### src/rtl/demux12_tdm.sv
// Splits a shared channel-select word stream back into registered channels a and b,
// checking the a-then-b pairing order and counting out-of-order words.
module demux12_tdm #(
    parameter int WIDTH = 8,
    parameter int ERR_W = 8
) (
    input  logic             clk,
    input  logic             rst,
    input  logic [WIDTH-1:0] din,
    input  logic             din_valid,
    input  logic             s,
    input  logic             clr_err,
    output logic [WIDTH-1:0] xa,
    output logic [WIDTH-1:0] xb,
    output logic             xa_valid,
    output logic             xb_valid,
    output logic             pair_valid,
    output logic             seq_err,
    output logic [ERR_W-1:0] err_count
);

    typedef enum logic {
        WAIT_A = 1'b0,
        WAIT_B = 1'b1
    } state_t;

    state_t state, state_nxt;

    logic             pair_nxt;
    logic             err_nxt;

    logic [WIDTH-1:0] xa_p1;
    logic [WIDTH-1:0] xb_p1;
    logic             vld_a_p1;
    logic             vld_b_p1;
    logic             pair_vld_p1;
    logic             seq_err_p1;
    logic [ERR_W-1:0] err_cnt_p1;

    function automatic logic [ERR_W-1:0] sat_inc(input logic [ERR_W-1:0] v);
        return (v == {ERR_W{1'b1}}) ? v : v + 1'b1;
    endfunction

    always_ff @(posedge clk) begin
        if (rst) state <= WAIT_A;
        else     state <= state_nxt;
    end

    // Pairing decision for the word presented this cycle.
    always_comb begin
        state_nxt = state;
        pair_nxt  = 1'b0;
        err_nxt   = 1'b0;
        if (din_valid) begin
            case (state)
                WAIT_A: begin
                    if (!s) state_nxt = WAIT_B;
                    else    err_nxt   = 1'b1;
                end
                WAIT_B: begin
                    if (s) begin
                        pair_nxt  = 1'b1;
                        state_nxt = WAIT_A;
                    end else begin
                        err_nxt   = 1'b1;
                    end
                end
                default: state_nxt = WAIT_A;
            endcase
        end
    end

    // Stage p1: channel registers, pulses and error counter.
    always_ff @(posedge clk) begin
        if (rst) begin
            xa_p1       <= '0;
            xb_p1       <= '0;
            vld_a_p1    <= 1'b0;
            vld_b_p1    <= 1'b0;
            pair_vld_p1 <= 1'b0;
            seq_err_p1  <= 1'b0;
            err_cnt_p1  <= '0;
        end else begin
            vld_a_p1    <= 1'b0;
            vld_b_p1    <= 1'b0;
            pair_vld_p1 <= pair_nxt;
            seq_err_p1  <= err_nxt;
            if (din_valid) begin
                if (!s) begin
                    xa_p1    <= din;
                    vld_a_p1 <= 1'b1;
                end else begin
                    xb_p1    <= din;
                    vld_b_p1 <= 1'b1;
                end
            end
            // A clear coinciding with a new error keeps that error counted.
            if (clr_err)
                err_cnt_p1 <= err_nxt ? {{(ERR_W-1){1'b0}}, 1'b1} : '0;
            else if (err_nxt)
                err_cnt_p1 <= sat_inc(err_cnt_p1);
        end
    end

    assign xa         = xa_p1;
    assign xb         = xb_p1;
    assign xa_valid   = vld_a_p1;
    assign xb_valid   = vld_b_p1;
    assign pair_valid = pair_vld_p1;
    assign seq_err    = seq_err_p1;
    assign err_count  = err_cnt_p1;

endmodule

### config.mk
export PLATFORM = sky130hd
export DESIGN_NAME = demux12_tdm
export DESIGN_NICKNAME = d
export VERILOG_FILES = /design/src/rtl/demux12_tdm.sv
export SDC_FILE = /design/constraint.sdc
export NUM_CORES = 1
export LEC_CHECK = 0
export CORE_AREA = 2 2 68 50
export DETAILED_ROUTE_END_ITERATION = 16
export DIE_AREA = 0 0 70 52
export GPL_ROUTABILITY_DRIVEN = 0
export PLACE_DENSITY = 0.81
export SYNTH_ARGS = -nofsm -noshare
export SYNTH_HDL_FRONTEND = slang
export SYNTH_SLANG_ARGS = --single-unit
### constraint.sdc
create_clock -name clk -period 1.4 [get_ports clk]
set_input_delay 0.28 -clock clk [delete_from_list [all_inputs] [get_ports clk]]
set_output_delay 0.28 -clock clk [all_outputs]
set_load 0.02 [all_outputs]
[Word-level counts from Yosys, hierarchy flattened]
Cells that the tools add are included.
Widths: inputs -> output; s select.
Storage, ports and cells
  register bits: 29
  latch bits: 0
  memory bits (writable): 0
  bits in read-only memories: 0
  input bits: 13
  output and inout bits: 28
  logic and storage cells: 28
  memories kept: 0
Cells by class
  $add $sub $neg: 1
  $mul: 0
  div/mod/pow operators: 0
  order comparisons: 0
  eq/ne operators: 2
  shifts and indexed selects: 0
  multiplexer cells: 8
  bitwise logic cells: 3
  reductions and logical operators: 6
Operator list (count)
  $mux 8: 3
  $add 8x1->8 const B: 1
  $eq 8x8->1 const B: 1
  $reduce_and 2->1: 3
  $mux 1: 4
  $not 1->1: 3
  $reduce_or 3->1: 1
  $ne 2x2->1 const B: 1
  $pmux 1 s2: 1
  $reduce_bool 2->1: 1
  $reduce_or 2->1: 1

[Longest topological paths before layout]
Gate-level depths: netlist of run 1.
  word-level depth: 5
  mapped depth: 5
  mapped depth without buffers: 5

[Worst setup path before layout of run 1]
OpenSTA, ideal clock, no wires.
  kind: reg2reg
  start: register err_cnt_p1[0], in the netlist err_count[0]
  end: register err_cnt_p1[3], in the netlist err_count[3]
  arrival: 1.353 ns
  required time: 1.330 ns
  slack: -0.023 ns
  cell stages (with the launch flop): 6
  path through: dfxtp_1 > ha_1 > nand3_1 > o211ai_2 > or3_1 > a21oi_1
On the way
  word-level cells in the longest chain between the ends: 4
RTL lines
  start: declaration: line 38  | logic [ERR_W-1:0] err_cnt_p1;
  start signal: assignment: line 99  | err_cnt_p1 <= err_nxt ? {{(ERR_W-1){1'b0}}, 1'b1} : '0;
  start signal: assignment: line 101  | err_cnt_p1 <= sat_inc(err_cnt_p1);
  $add 8x1->8: line 41  | return (v == {ERR_W{1'b1}}) ? v : v + 1'b1;
  $mux 8: line 41
  $mux 8: line 100  | else if (err_nxt)
  $mux 8: line 98  | if (clr_err)
Parallel ways exist; a longest one is shown, timed or not. The select of a mux whose other input is x is not followed.
A chain may end at the register's enable or synchronous reset.

[Worst setup path in the final report of run 1]
  start: register err_cnt_p1[6], in the netlist err_count[6]
  end: output port err_count[6]
RTL lines
  end: declaration: line 19  | output logic [ERR_W-1:0] err_count
No word-level cell between the ends.

==> metrics.yaml, run 1 <==
outcome: "completed"
yosys-top-cells-area: "dfxtp_1 52%, nand2_1 12%, a21oi_1 8.5%"
grtUsageTotal_pct: 17.3
synth_largest_area_cell: "dfxtp_1"
grt_overflow: 0
rows: 17
cellPowerDensity_nw_per_um2: 1040
seqPwrFrac_pct: 46.4
wl_um: 3160
grt_setup_unrepaired: "no"
cts_tree: "yes"
die_area_um2: 3640
clock_path_buffers: 2
swShare_pct: 24.4
die_y_um: 52
ant_nets: 0
post-place-ws_ns: -0.525
drcViolationCount: 0
vias: 1198
power_switching_mw: 0.459
grt_use_met3_pct: 5.23
hold_class: "flop to flop"
fmax_ghz: 0.742
top_usage_layer: "met2"
fin_area_um2: 1800
avgSynthCellArea_um2: 8.31
worstHoldPathCells: 2
maxSlewHeadroom_pct: 80.8
synthToLayoutAreaGrowth_pct: 60.6
io_pins: 41
maxCapViolCount: 0
grt_pass1_wl_um: 4800
grt_pass1_vias: 1104
dr.pass1.iters: 4
period_needed_ns: 1.35
use_met1_pct: 21.7
fillers: 285
drt-initial-drc-count: 49
core_area_um2: 3020
cts.sinks: 29
leakage_nw: 0.835
endpoint_kind: "output port"
p_int_mw: 1.42
root_buffer: "clkbuf_8"
hold_buffers: 0
critPathTopFamily: "flip-flops"
synth_edf_count: 0
hpwlAfterDp_um: 2330
yosysTopAreaCellShare_pct: 51.7
grt_max_degree: 11
fin_crit_sh_pct: 96.3
cp-start-kind: "flop"
syn_area_um2: 1120
critical_path_depth: 1
path_clk_slew_ns: 0.06
drive_above_1_share_pct: 19.3
hold_viol_final: 0
finalMaxSlewViolations: 0
synth_ff_type: "dfxtp_1"
crit_fanout: 6
ys_types: 27
pwr-share-clk_pct: 40.3
async_flop_share_pct: 0
via_per_inst: 5.10
worstPathRequired_ns: 1.12
die_w_um: 70
syn-num-nets: 149
seq_area_frac_synth_pct: 51.7
worst-setup-path-type: "flop to output port"
comb_power_share_pct: 13.3
final.setup.worst_slack_ns: 0.0516
diodes: 0
use_met2_pct: 28.4
seq_area_um2: 591
peakVddDrop_uv: 542
critPathMaxStageDelay_ns: 0.42
ys_warn_count: 0
port_buffers: 40
multi_input_area_um2: 546
critPathSlowestCell: "dfxtp_1"
antenna_found_initial: 0
crit_chain: "dlygate4sd2_1"
wl_per_cell_um: 13.4
fin_total_pwr_mw: 1.88
reg2reg_slack_ns: 0.05
worst-path-buf-inv: 1
worstRegToRegCells: 5
cp.arrival_ns: 1.07
placement.cell_area_um2: 1670
clock_latency_ns: 0.28
final_nets: 210
synth_commonest_cells: "37 x nand2_1, 29 x dfxtp_1, 19 x a21oi_1"
synth_most_common_cell: "nand2_1"
tightest_slew_ns: 0.284
syn_inst: 135
start_util_pct: 37.2
ys_ff_latch: 29
finalSetupViolCount: 0
cts_max_level: 2
utilization_pct: 59.7
numCtsBuffers: 5
skew_ns: 0.00343
==> through the flow <==
| step | instances | setup TNS (ns) | hold slack, ns |
|---|---|---|---|
| 2_1_floorplan | 135 | 0 | 0.363 |
| 3_3_place_gp | 223 | -4.25 | 0.441 |
| 3_5_place_dp | 223 | -5.88 | 0.446 |
| 4_1_cts | 232 | 0 | 0.455 |
| 5_1_grt | 235 | 0 | 0.467 |
| 6_report | 235 | 0 | 0.454 |
==> state kept, by name (all words and copies together), names as in the netlist <==
register,count
xb_valid,1
xa_valid,1
pair_valid,1
state,1
seq_err,1
xb,8
err_count,8
xa,8
==> cells by family after synthesis <==
| group | after synthesis | synth area share (%) |
|---|---|---|
| AOI/OAI and AO/OA | 27 | 13.9 |
| xor gates and xnor gates | 1 | 1.45 |
| adders and majority gates | 1 | 1.11 |
| buffers and inverters | 6 | 2.01 |
| DFF | 29 | 51.7 |
| muxes | 2 | 1.78 |
| and+or+nand+nor | 69 | 28.0 |
==> power groups by stage <==
stage / Sequential, mW / Combinational [mW] / Clock, mW
3_5_place_dp: 0.892 / 0.252 / 0
6_report: 0.871 / 0.249 / 0.757
5_1_grt: 0.875 / 0.269 / 0.805
4_1_cts: 0.873 / 0.239 / 0.766
3_3_place_gp: 0.891 / 0.245 / 0
2_1_floorplan: 0.925 / 0.0715 / 0
==> final timing paths <==
path,from,to
worst max-delay path,err_count[6],err_count[6]
worst min-delay path,xa[1],xa[1]
worst max register to register,err_count[0],err_count[3]
worst min register to register,xa[1],xa[1]
==> what timing repair did <==
item                       in CTS  in global routing
buffers inserted                1                  3
gates resized for setup        33                  9
pin swaps                       1                  3
setup endpoints to repair      34                  3
==> metal layers <==
metal	vias to the layer above	part of all wire [%]
li1	587	-
met5	-	0
met4	0	1.0
met3	4	6.0
met1	563	43
met2	44	49
==> layout make-up <==
class                           instances  share of cell area, %
Tap cell                               38                   2.64
Clock inverter                          1                  0.278
Multi-Input combinational cell        100                   30.3
Timing Repair Buffer                   60                   28.7
Clock buffer                            7                   5.34
Sequential cell                        29                   32.8
==> cell usage in the layout (no fill, tap or decap) <==
cell type / count
and4_1: 1
nor2b_1: 1
a21oi_2: 1
nand3_1: 4
nand4_1: 2
buf_6: 1
or3_4: 1
o211ai_2: 1
nand3_2: 1
o41ai_1: 1
ha_4: 1
nor2_1: 9
nand2b_1: 2
nor3_1: 2
dfxtp_1: 25
and2_1: 2
dlygate4sd2_1: 29
nor4b_1: 1
clkbuf_8: 7
clkdlybuf4s50_1: 11
o21ai_1: 1
o21bai_1: 1
dfxtp_4: 2
buf_4: 19
or2_1: 1
o21ai_0: 2
mux2i_1: 2
and3_1: 4
a21oi_1: 18
dfxtp_2: 2
clkinv_2: 1
a22o_1: 1
xor2_2: 1
nand2_1: 37
o311ai_1: 1
nor3b_1: 1
(Power assumes the default switching activity.)
==> run 2: changes to the inputs <==
ABC_CLOCK_PERIOD_IN_PS = 1400   (was unset)
==> results of run 2 <==
No change in the layout: final DEF, timing and power equal those of run 1.
